File: config.mk
export PLATFORM = sky130hd
export DESIGN_NAME = uart_rx
export DESIGN_NICKNAME = d
export VERILOG_FILES = /design/src/rtl/uart_rx.sv
export SDC_FILE = /design/constraint.sdc
export NUM_CORES = 1
export LEC_CHECK = 0
export CAP_MARGIN = 5
export CORE_ASPECT_RATIO = 0.7
export CORE_UTILIZATION = 45
export DETAILED_ROUTE_END_ITERATION = 8
export GPL_TIMING_DRIVEN = 1
export PLACE_DENSITY = 0.62
export RECOVER_POWER = 100
export SLEW_MARGIN = 20
export SYNTH_ARGS = -nofsm -noshare
export SYNTH_HDL_FRONTEND = slang
export SYNTH_SLANG_ARGS = --single-unit
File: constraint.sdc
create_clock -name clk -period 3 [get_ports clk]
set_clock_uncertainty 0.15 [all_clocks]
set_input_delay 0.6 -clock clk [delete_from_list [all_inputs] [get_ports clk]]
set_output_delay 0.6 -clock clk [all_outputs]
set_load 0.01 [all_outputs]
File: src/rtl/uart_rx.sv
// uart_rx: 8N1 serial receiver, 16x oversampled, with glitch rejection and framing-error detection
module uart_rx #(
  parameter int DBIT    = 8,
  parameter int SB_TICK = 16,
  parameter int DVSR    = 163
) (
  input  logic            clk,
  input  logic            reset,
  input  logic            rx,
  output logic [DBIT-1:0] rd_data,
  output logic            rx_done,
  output logic            frame_err,
  output logic            busy
);
  localparam int CW = $clog2(DVSR);
  localparam int NW = DBIT > 1 ? $clog2(DBIT) : 1;
  typedef enum logic [2:0] {IDLE, START, DATA, STOP, BRK} state_t;
  state_t          state_q;
  logic [1:0]      sync_q;
  logic [CW-1:0]   cnt_q;
  logic [3:0]      s_q;
  logic [NW-1:0]   n_q;
  logic [DBIT-1:0] b_q;
  logic            rx_s, s_tick;
  assign rx_s   = sync_q[1];
  assign s_tick = cnt_q == CW'(DVSR - 1);
  assign busy   = state_q != IDLE;
  // divider free-runs so frame timing is only ever quantised to one tick
  always_ff @(posedge clk) begin
    if (reset) begin
      sync_q    <= 2'b11;
      cnt_q     <= '0;
      state_q   <= IDLE;
      s_q       <= '0;
      n_q       <= '0;
      b_q       <= '0;
      rd_data   <= '0;
      rx_done   <= 1'b0;
      frame_err <= 1'b0;
    end else begin
      sync_q    <= {sync_q[0], rx};
      cnt_q     <= s_tick ? '0 : cnt_q + 1'b1;
      rx_done   <= 1'b0;
      frame_err <= 1'b0;
      case (state_q)
        IDLE: begin
          if (!rx_s) begin
            s_q     <= '0;
            state_q <= START;
          end
        end
        START: begin
          if (s_tick) begin
            if (s_q == 4'd7) begin
              if (!rx_s) begin
                s_q     <= '0;
                n_q     <= '0;
                state_q <= DATA;
              end else begin
                state_q <= IDLE;
              end
            end else begin
              s_q <= s_q + 1'b1;
            end
          end
        end
        DATA: begin
          if (s_tick) begin
            if (s_q == 4'd15) begin
              s_q <= '0;
              b_q <= {rx_s, b_q[DBIT-1:1]};
              if (n_q == NW'(DBIT - 1)) state_q <= STOP;
              else n_q <= n_q + 1'b1;
            end else begin
              s_q <= s_q + 1'b1;
            end
          end
        end
        STOP: begin
          if (s_tick) begin
            if (s_q == 4'(SB_TICK - 1)) begin
              state_q <= rx_s ? IDLE : BRK;
              if (rx_s) begin
                rd_data <= b_q;
                rx_done <= 1'b1;
              end else begin
                frame_err <= 1'b1;
              end
            end else begin
              s_q <= s_q + 1'b1;
            end
          end
        end
        BRK: begin
          if (rx_s) state_q <= IDLE;
        end
        default: state_q <= IDLE;
      endcase
    end
  end
endmodule

==> reports/qor.yml, run 1 <==
cts-hold-fix-buffers: 0
powerDensity_mw_per_mm2: 481
clk_pin_slew_ns: 0.08
layout.nets: 213
dp_hpwl_um: 2620
wirelength_um: 3720
synth_async_sr_flop_share_pct: 0
r2r-start: "state_q[1]"
cp.arrival_ns: 2.62
grt_pass1_wl_um: 6130
min_period_over_period_pct: 86.8
clockRootBuffer: "clkbuf_8"
power_leakage_nw: 0.840
wl_per_cell_um: 14.5
dp_slack_ns: 0.617
drive_gt1_share_pct: 6.31
fin_util_pct: 55.8
multi_input_area_sq_um: 946
timing.rr.end: "b_q[5]"
period_needed_ns: 2.60
cts_made_buffers: 5
drv_slew: 0
synthFlopType: "dfxtp_1"
ys_ff_latch: 38
ys_warn_count: 0
cp_max_fo: 25
die_area_sq_mm: 0.00422
netlist.area_leader.share_pct: 42.6
status: "finished clean"
drt_pass1_iterations: 4
ioPinCount: 14
critical-path-max-stage-delay_ns: 0.85
fin_ws_ns: 0.396
fillers: 341
crit_chain: "dlygate4sd3_1, clkbuf_1, or2_2, nor2_1"
tightest_slew_ns: 1.09
slowest_stage: "clkbuf_1"
syn_area_per_cell_sq_um: 9.10
n_antenna_cell: 0
grt_pass1_vias: 1316
rsz0062_at_grt: "no"
cp_top_family: "buffers and inverters"
grt_max_degree: 26
initial_core_util_pct: 48.9
startpoint_type: "input pin"
cts_max_path_buffers: 2
synth_edf_count: 0
cp.required_ns: 3.02
synthesis.nets: 204
die_w_um: 77.3
setup-tns-final_ns: 0
finalSetupViolCount: 0
cp-end-kind: "register"
placedCellCount: 248
hold_path.class: "reg -> reg"
track_usage_pct: 19.3
stdcell_count: 256
max_cap_viol_count: 0
ctsResizeCount: 0
cts.sinks: 38
syn_area_sq_mm: 0.00178
regArea_sq_um: 761
cts_setup_buffers: 0
synth_area_leaders: "dfxtp_1, mux2i_1, nor2_1"
clk_latency_ns: 0.29
area_delta_synth_final_pct: 14.0
std_cell_rows: 18
die_h_um: 54.7
ant_nets: 0
place_area_sq_mm: 0.00193
drt-vias-per-instance: 5.60
final-hold-violation-count: 0
synth_top_area_cell: "dfxtp_1"
postLayoutCellArea_sq_mm: 0.00203
vias: 1433
ff2ff_setup_slack_ns: 0.58
synth_cell_type_count: 44
gp_congestion: 0.857
worstHoldPathCells: 1
max_freq_mhz: 384
drt_iter0_drc: 78
cts_max_level: 2
min_to: "sync_q[1]"
cp_num_buf_inv: 2
ff2ff_path_depth: 4
min_from: "sync_q[0]"
portBuffers: 13
grt_overflow: 0
antenna_found_initial: 0
crit_type: "in -> reg"
slew_headroom_pct: 27.5
worstSetupStartpoint: "reset"
core-area_sq_mm: 0.00365
cts_tree: "built"
drc: 0
worst_ir_drop_vdd_mv: 0.283
syn_inst: 196
ys_seq_area_share_pct: 42.6
synth_stat cells, types with 2 or more instances:
| cell type | number |
|---|---|
| nand2_1 | 5 |
| nand3_1 | 7 |
| ha_1 | 5 |
| or2_2 | 3 |
| a31oi_1 | 4 |
| nor4_1 | 3 |
| nor3b_1 | 2 |
| or3b_1 | 2 |
| nor3_1 | 4 |
| nor2_1 | 27 |
| dfxtp_1 | 38 |
| o21a_1 | 2 |
| nand4_1 | 5 |
| xor2_1 | 5 |
| nand2b_1 | 6 |
| or3_1 | 3 |
| a311oi_1 | 2 |
| and3_1 | 4 |
| nand3b_1 | 2 |
| inv_1 | 6 |
| o21ai_0 | 5 |
| clkbuf_1 | 9 |
| mux2i_1 | 17 |
| nor2b_1 | 2 |
| a21oi_1 | 6 |
| o22ai_1 | 4 |
per-stage QoR:
stage	hold WS, ns	total power (W)
after floorplan	0.239	0.000552
after global placement	0.243	0.000562
after detailed placement	0.262	0.000565
after CTS	0.280	0.000986
after global routing	0.291	0.00102
final	0.272	0.000979
worst register-to-register path: stages, from the launching register on:
cell     delay [ns]
dfxtp_1        0.63
nor3b_1        0.47
or4b_1         0.72
mux2i_1        0.23
nor2_1         0.07
worst max-delay path by stage:
stage	end	cells past startpoint
3_5_place_dp	n_q[1]	4
3_3_place_gp	n_q[1]	4
4_1_cts	busy	2
6_report	cnt_q[2]	4
2_1_floorplan	n_q[1]	6
5_1_grt	cnt_q[3]	4
cells in the final DEF (no fill, tap or decap), drive strengths merged, types with 3 or more instances in the layout:
| cell | netlist | layout |
|---|---|---|
| nor2 | 27 | 27 |
| and3 | 4 | 4 |
| nand4 | 5 | 5 |
| nand2 | 5 | 5 |
| nand3 | 7 | 7 |
| inv | 6 | 6 |
| mux2i | 17 | 17 |
| dfxtp | 38 | 38 |
| or2 | 3 | 3 |
| o21ai | 5 | 5 |
| xor2 | 5 | 5 |
| dlygate4sd3 | 0 | 12 |
| ha | 5 | 5 |
| a21oi | 6 | 6 |
| clkbuf | 10 | 6 |
| nor3 | 4 | 4 |
| or3b | 3 | 3 |
| o22ai | 4 | 4 |
| or3 | 3 | 3 |
| nand2b | 6 | 6 |
| a31oi | 4 | 4 |
| nor4 | 4 | 4 |
cell type report:
type,instances,share of cell area [%]
Sequential cell,38,37.4
Timing Repair Buffer,14,6.58
Clock inverter,3,1.97
Tap cell,50,3.08
Multi-Input combinational cell,140,46.5
Clock buffer,5,3.38
Inverter,6,1.11
state kept, by name (all words and copies together), names as in the netlist:
name / count
n_q: 3
rx_done: 1
cnt_q: 8
b_q: 8
sync_q: 2
rd_data: 8
state_q: 3
s_q: 4
frame_err: 1
cell families after synthesis:
family                   share of synthesized area (%)
AND/OR/NAND/NOR                                   24.9
AO/OA/AOI/OAI                                     12.1
XOR/XNOR                                          2.95
buffers and inverters                             4.35
multiplexers                                      9.54
flip-flops                                        42.6
adder cells (fa/ha/maj)                           3.51
routing by layer:
layer | share of wire (%) | vias to the layer above | GRT usage, % | wire length, um
li1 | - | 717 | - | -
met1 | 52 | 678 | 24.7 | 1940
met2 | 44 | 34 | 31.6 | 1640
met3 | 3.6 | 4 | 5.33 | 135
met4 | 0.27 | 0 | 7.86 | 10
met5 | 0 | - | 0 | 0
power breakdown:
group / switching, W / total (W) / leakage (nW) / internal, W
clock network: 0.000182 / 0.000427 / 0.0579 / 0.000245
logic: 0.0000190 / 0.0000328 / 0.475 / 0.0000138
registers: 0.00000931 / 0.000519 / 0.307 / 0.000510
total: 0.000210 / 0.000979 / 0.840 / 0.000768
(Power assumes the default switching activity.)
==> run 2: changes to the inputs <==
--- a/config.mk
+++ b/config.mk
@@ -7,12 +7,14 @@
 export LEC_CHECK = 0
 export CAP_MARGIN = 5
 export CORE_ASPECT_RATIO = 0.7
-export CORE_UTILIZATION = 45
+export CORE_UTILIZATION = 55
 export DETAILED_ROUTE_END_ITERATION = 8
 export GPL_TIMING_DRIVEN = 1
-export PLACE_DENSITY = 0.62
+export PLACE_DENSITY = 0.74
 export RECOVER_POWER = 100
+export SKIP_LAST_GASP = 1
 export SLEW_MARGIN = 20
 export SYNTH_ARGS = -nofsm -noshare
 export SYNTH_HDL_FRONTEND = slang
 export SYNTH_SLANG_ARGS = --single-unit
+export TNS_END_PERCENT = 20
==> reports/qor.yml, run 2 (same netlist as run 1, synthesis figures left out) <==
status: "finished clean"
cp_max_fo: 17  # -32%
die_area_sq_mm: 0.00348  # -18%
cts_max_path_buffers: 2  # unchanged
cp.required_ns: 2.25  # -0.77 ns
core-area_sq_mm: 0.00294  # -19%
startpoint_type: "register"
portBuffers: 13  # unchanged
final-hold-violation-count: 0  # unchanged
rsz0062_at_grt: "no"
grt_pass1_vias: 1368  # +4.0%
n_antenna_cell: 0  # unchanged
period_needed_ns: 2.41  # -0.190 ns
clk_pin_slew_ns: 0.07  # about the same
die_w_um: 70.1  # -9.3%
min_period_over_period_pct: 80.5  # -6.3 points
cts_tree: "built"
gp_congestion: 0.817  # -4.6%
placedCellCount: 235  # -5.2%
track_usage_pct: 23.1  # +3.8 points
ioPinCount: 14  # unchanged
wl_met3_um: 205  # +52%
initial_core_util_pct: 60.6  # +12 points
powerDensity_mw_per_mm2: 439  # -8.8%
grt_overflow: 0  # unchanged
comb_power_share_pct: 3.9  # +0.5 points
grt_pass1_wl_um: 6330  # +3.3%
top_regs: "b_q: 8 flops, cnt_q: 8 flops, rd_data: 8 flops"
met2_length_um: 1530  # -6.4%
drt_pass1_iterations: 4  # unchanged
clockRootBuffer: "clkbuf_8"
cts_made_buffers: 5  # unchanged
wl_per_cell_um: 14.5  # -0.16%
grt_max_degree: 26  # unchanged
cp.arrival_ns: 1.66  # -0.96 ns
layout.nets: 214  # +0.47%
crit_type: "reg -> out"
cts_max_level: 2  # unchanged
drc: 0  # unchanged
swShare_pct: 22.3  # +0.79 points
drt-vias-per-instance: 6.00  # +7.3%
drive_gt1_share_pct: 5.83  # -0.49 points
ctsResizeCount: 0  # unchanged
std_cell_rows: 16  # -2
vias: 1453  # +1.4%
wirelength_um: 3510  # -5.6%
dp_hpwl_um: 2500  # -4.4%
fillers: 243  # -29%
hold_path.class: "reg -> reg"
final_common_cell: "dfxtp_1"
cp-end-kind: "primary output"
cts_setup_buffers: 0  # unchanged
p_clk_share_pct: 37.0  # -6.6 points
seqPwrFrac_pct: 59.1  # +6.1 points
wl_met1_um: 1740  # -10%
cts.sinks: 38  # unchanged
max_freq_mhz: 414  # +7.9%
worst_ir_drop_vdd_mv: 0.343  # +21%
total_power_w: 0.000875  # -11%
drv_slew: 0  # unchanged
area_delta_synth_final_pct: 11.8
ant_nets: 0  # unchanged
slew_headroom_pct: 34.5  # +7.0 points
antenna_found_initial: 0  # unchanged
finalSetupViolCount: 0  # unchanged
drt_iter0_drc: 127  # +63%
setup-tns-final_ns: 0  # unchanged
power_leakage_nw: 0.826  # -1.7%
stdcell_count: 242  # -5.5%
internal_power_w: 0.000680  # -11%
die_h_um: 49.7  # -9.2%
cts-hold-fix-buffers: 0  # unchanged
max_cap_viol_count: 0  # unchanged
final_cell_mix: "dfxtp_1, nor2_1, mux2i_1"
clk_latency_ns: 0.29  # about the same
tightest_slew_ns: 0.983  # -0.105 ns
switching_power_w: 0.000195  # -7.3%
routed.top_layer: "met4"
## run 2: changes by cell type in the layout (fill, tap and decap cells not counted)
cell and change:
bufinv_16 -1, dlygate4sd3_1 -1, or2_0 +1, buf_4 +1, clkdlybuf4s50_1 +1, or2_2 -1
## run 2: layout make-up
cell class	count	area, sq um	area share (%)
Multi-Input combinational cell	140	946	47.4
Clock inverter	2	10.0	0.502
Sequential cell	38	761	38.1
Clock buffer	5	68.8	3.45
Inverter	6	22.5	1.13
Timing Repair Buffer	15	141	7.09
Tap cell	36	45.0	2.26
## run 2: stage by stage
stage	instance area, sq um	worst slack [ns]	hold slack, ns	utilization [%]
5_1_grt	1990	0.459	0.282	67.8
3_5_place_dp	1920	0.678	0.260	65.2
4_1_cts	2000	0.588	0.277	67.9
6_report	1990	0.586	0.271	67.8
3_3_place_gp	1920	0.742	0.256	65.2
2_1_floorplan	1780	0.845	0.239	-
## run 2: power by group through the flow
stage                     Clock [W]  Sequential, W  Combinational, W
after CTS                  0.000331       0.000517         0.0000347
after floorplan                   0       0.000526         0.0000266
final                      0.000324       0.000518         0.0000338
after global placement            0       0.000528         0.0000339
after global routing       0.000354       0.000518         0.0000382
after detailed placement          0       0.000529         0.0000346
## run 2: path summary, 6_finish.rpt
check	start	end	slack [ns]	cells after the start
setup / recovery	state_q[1]	busy	0.59	2
hold / removal	sync_q[0]	sync_q[1]	0.27	1
setup reg to reg	cnt_q[1]	b_q[3]	0.61	5
hold reg to reg	sync_q[0]	sync_q[1]	0.27	1
## run 2: routing by layer
| metal | vias to the layer above | global-route usage, % |
|---|---|---|
| li1 | 723 | - |
| met1 | 680 | 31.7 |
| met2 | 45 | 35.7 |
| met3 | 5 | 5.52 |
| met4 | 0 | 8.00 |
| met5 | - | 0 |
## run 2: critical path, cell delays in order (launching register included)
cell and delay (ns):
dfxtp_1 0.48, or3_1 0.43, clkdlybuf4s50_1 0.48
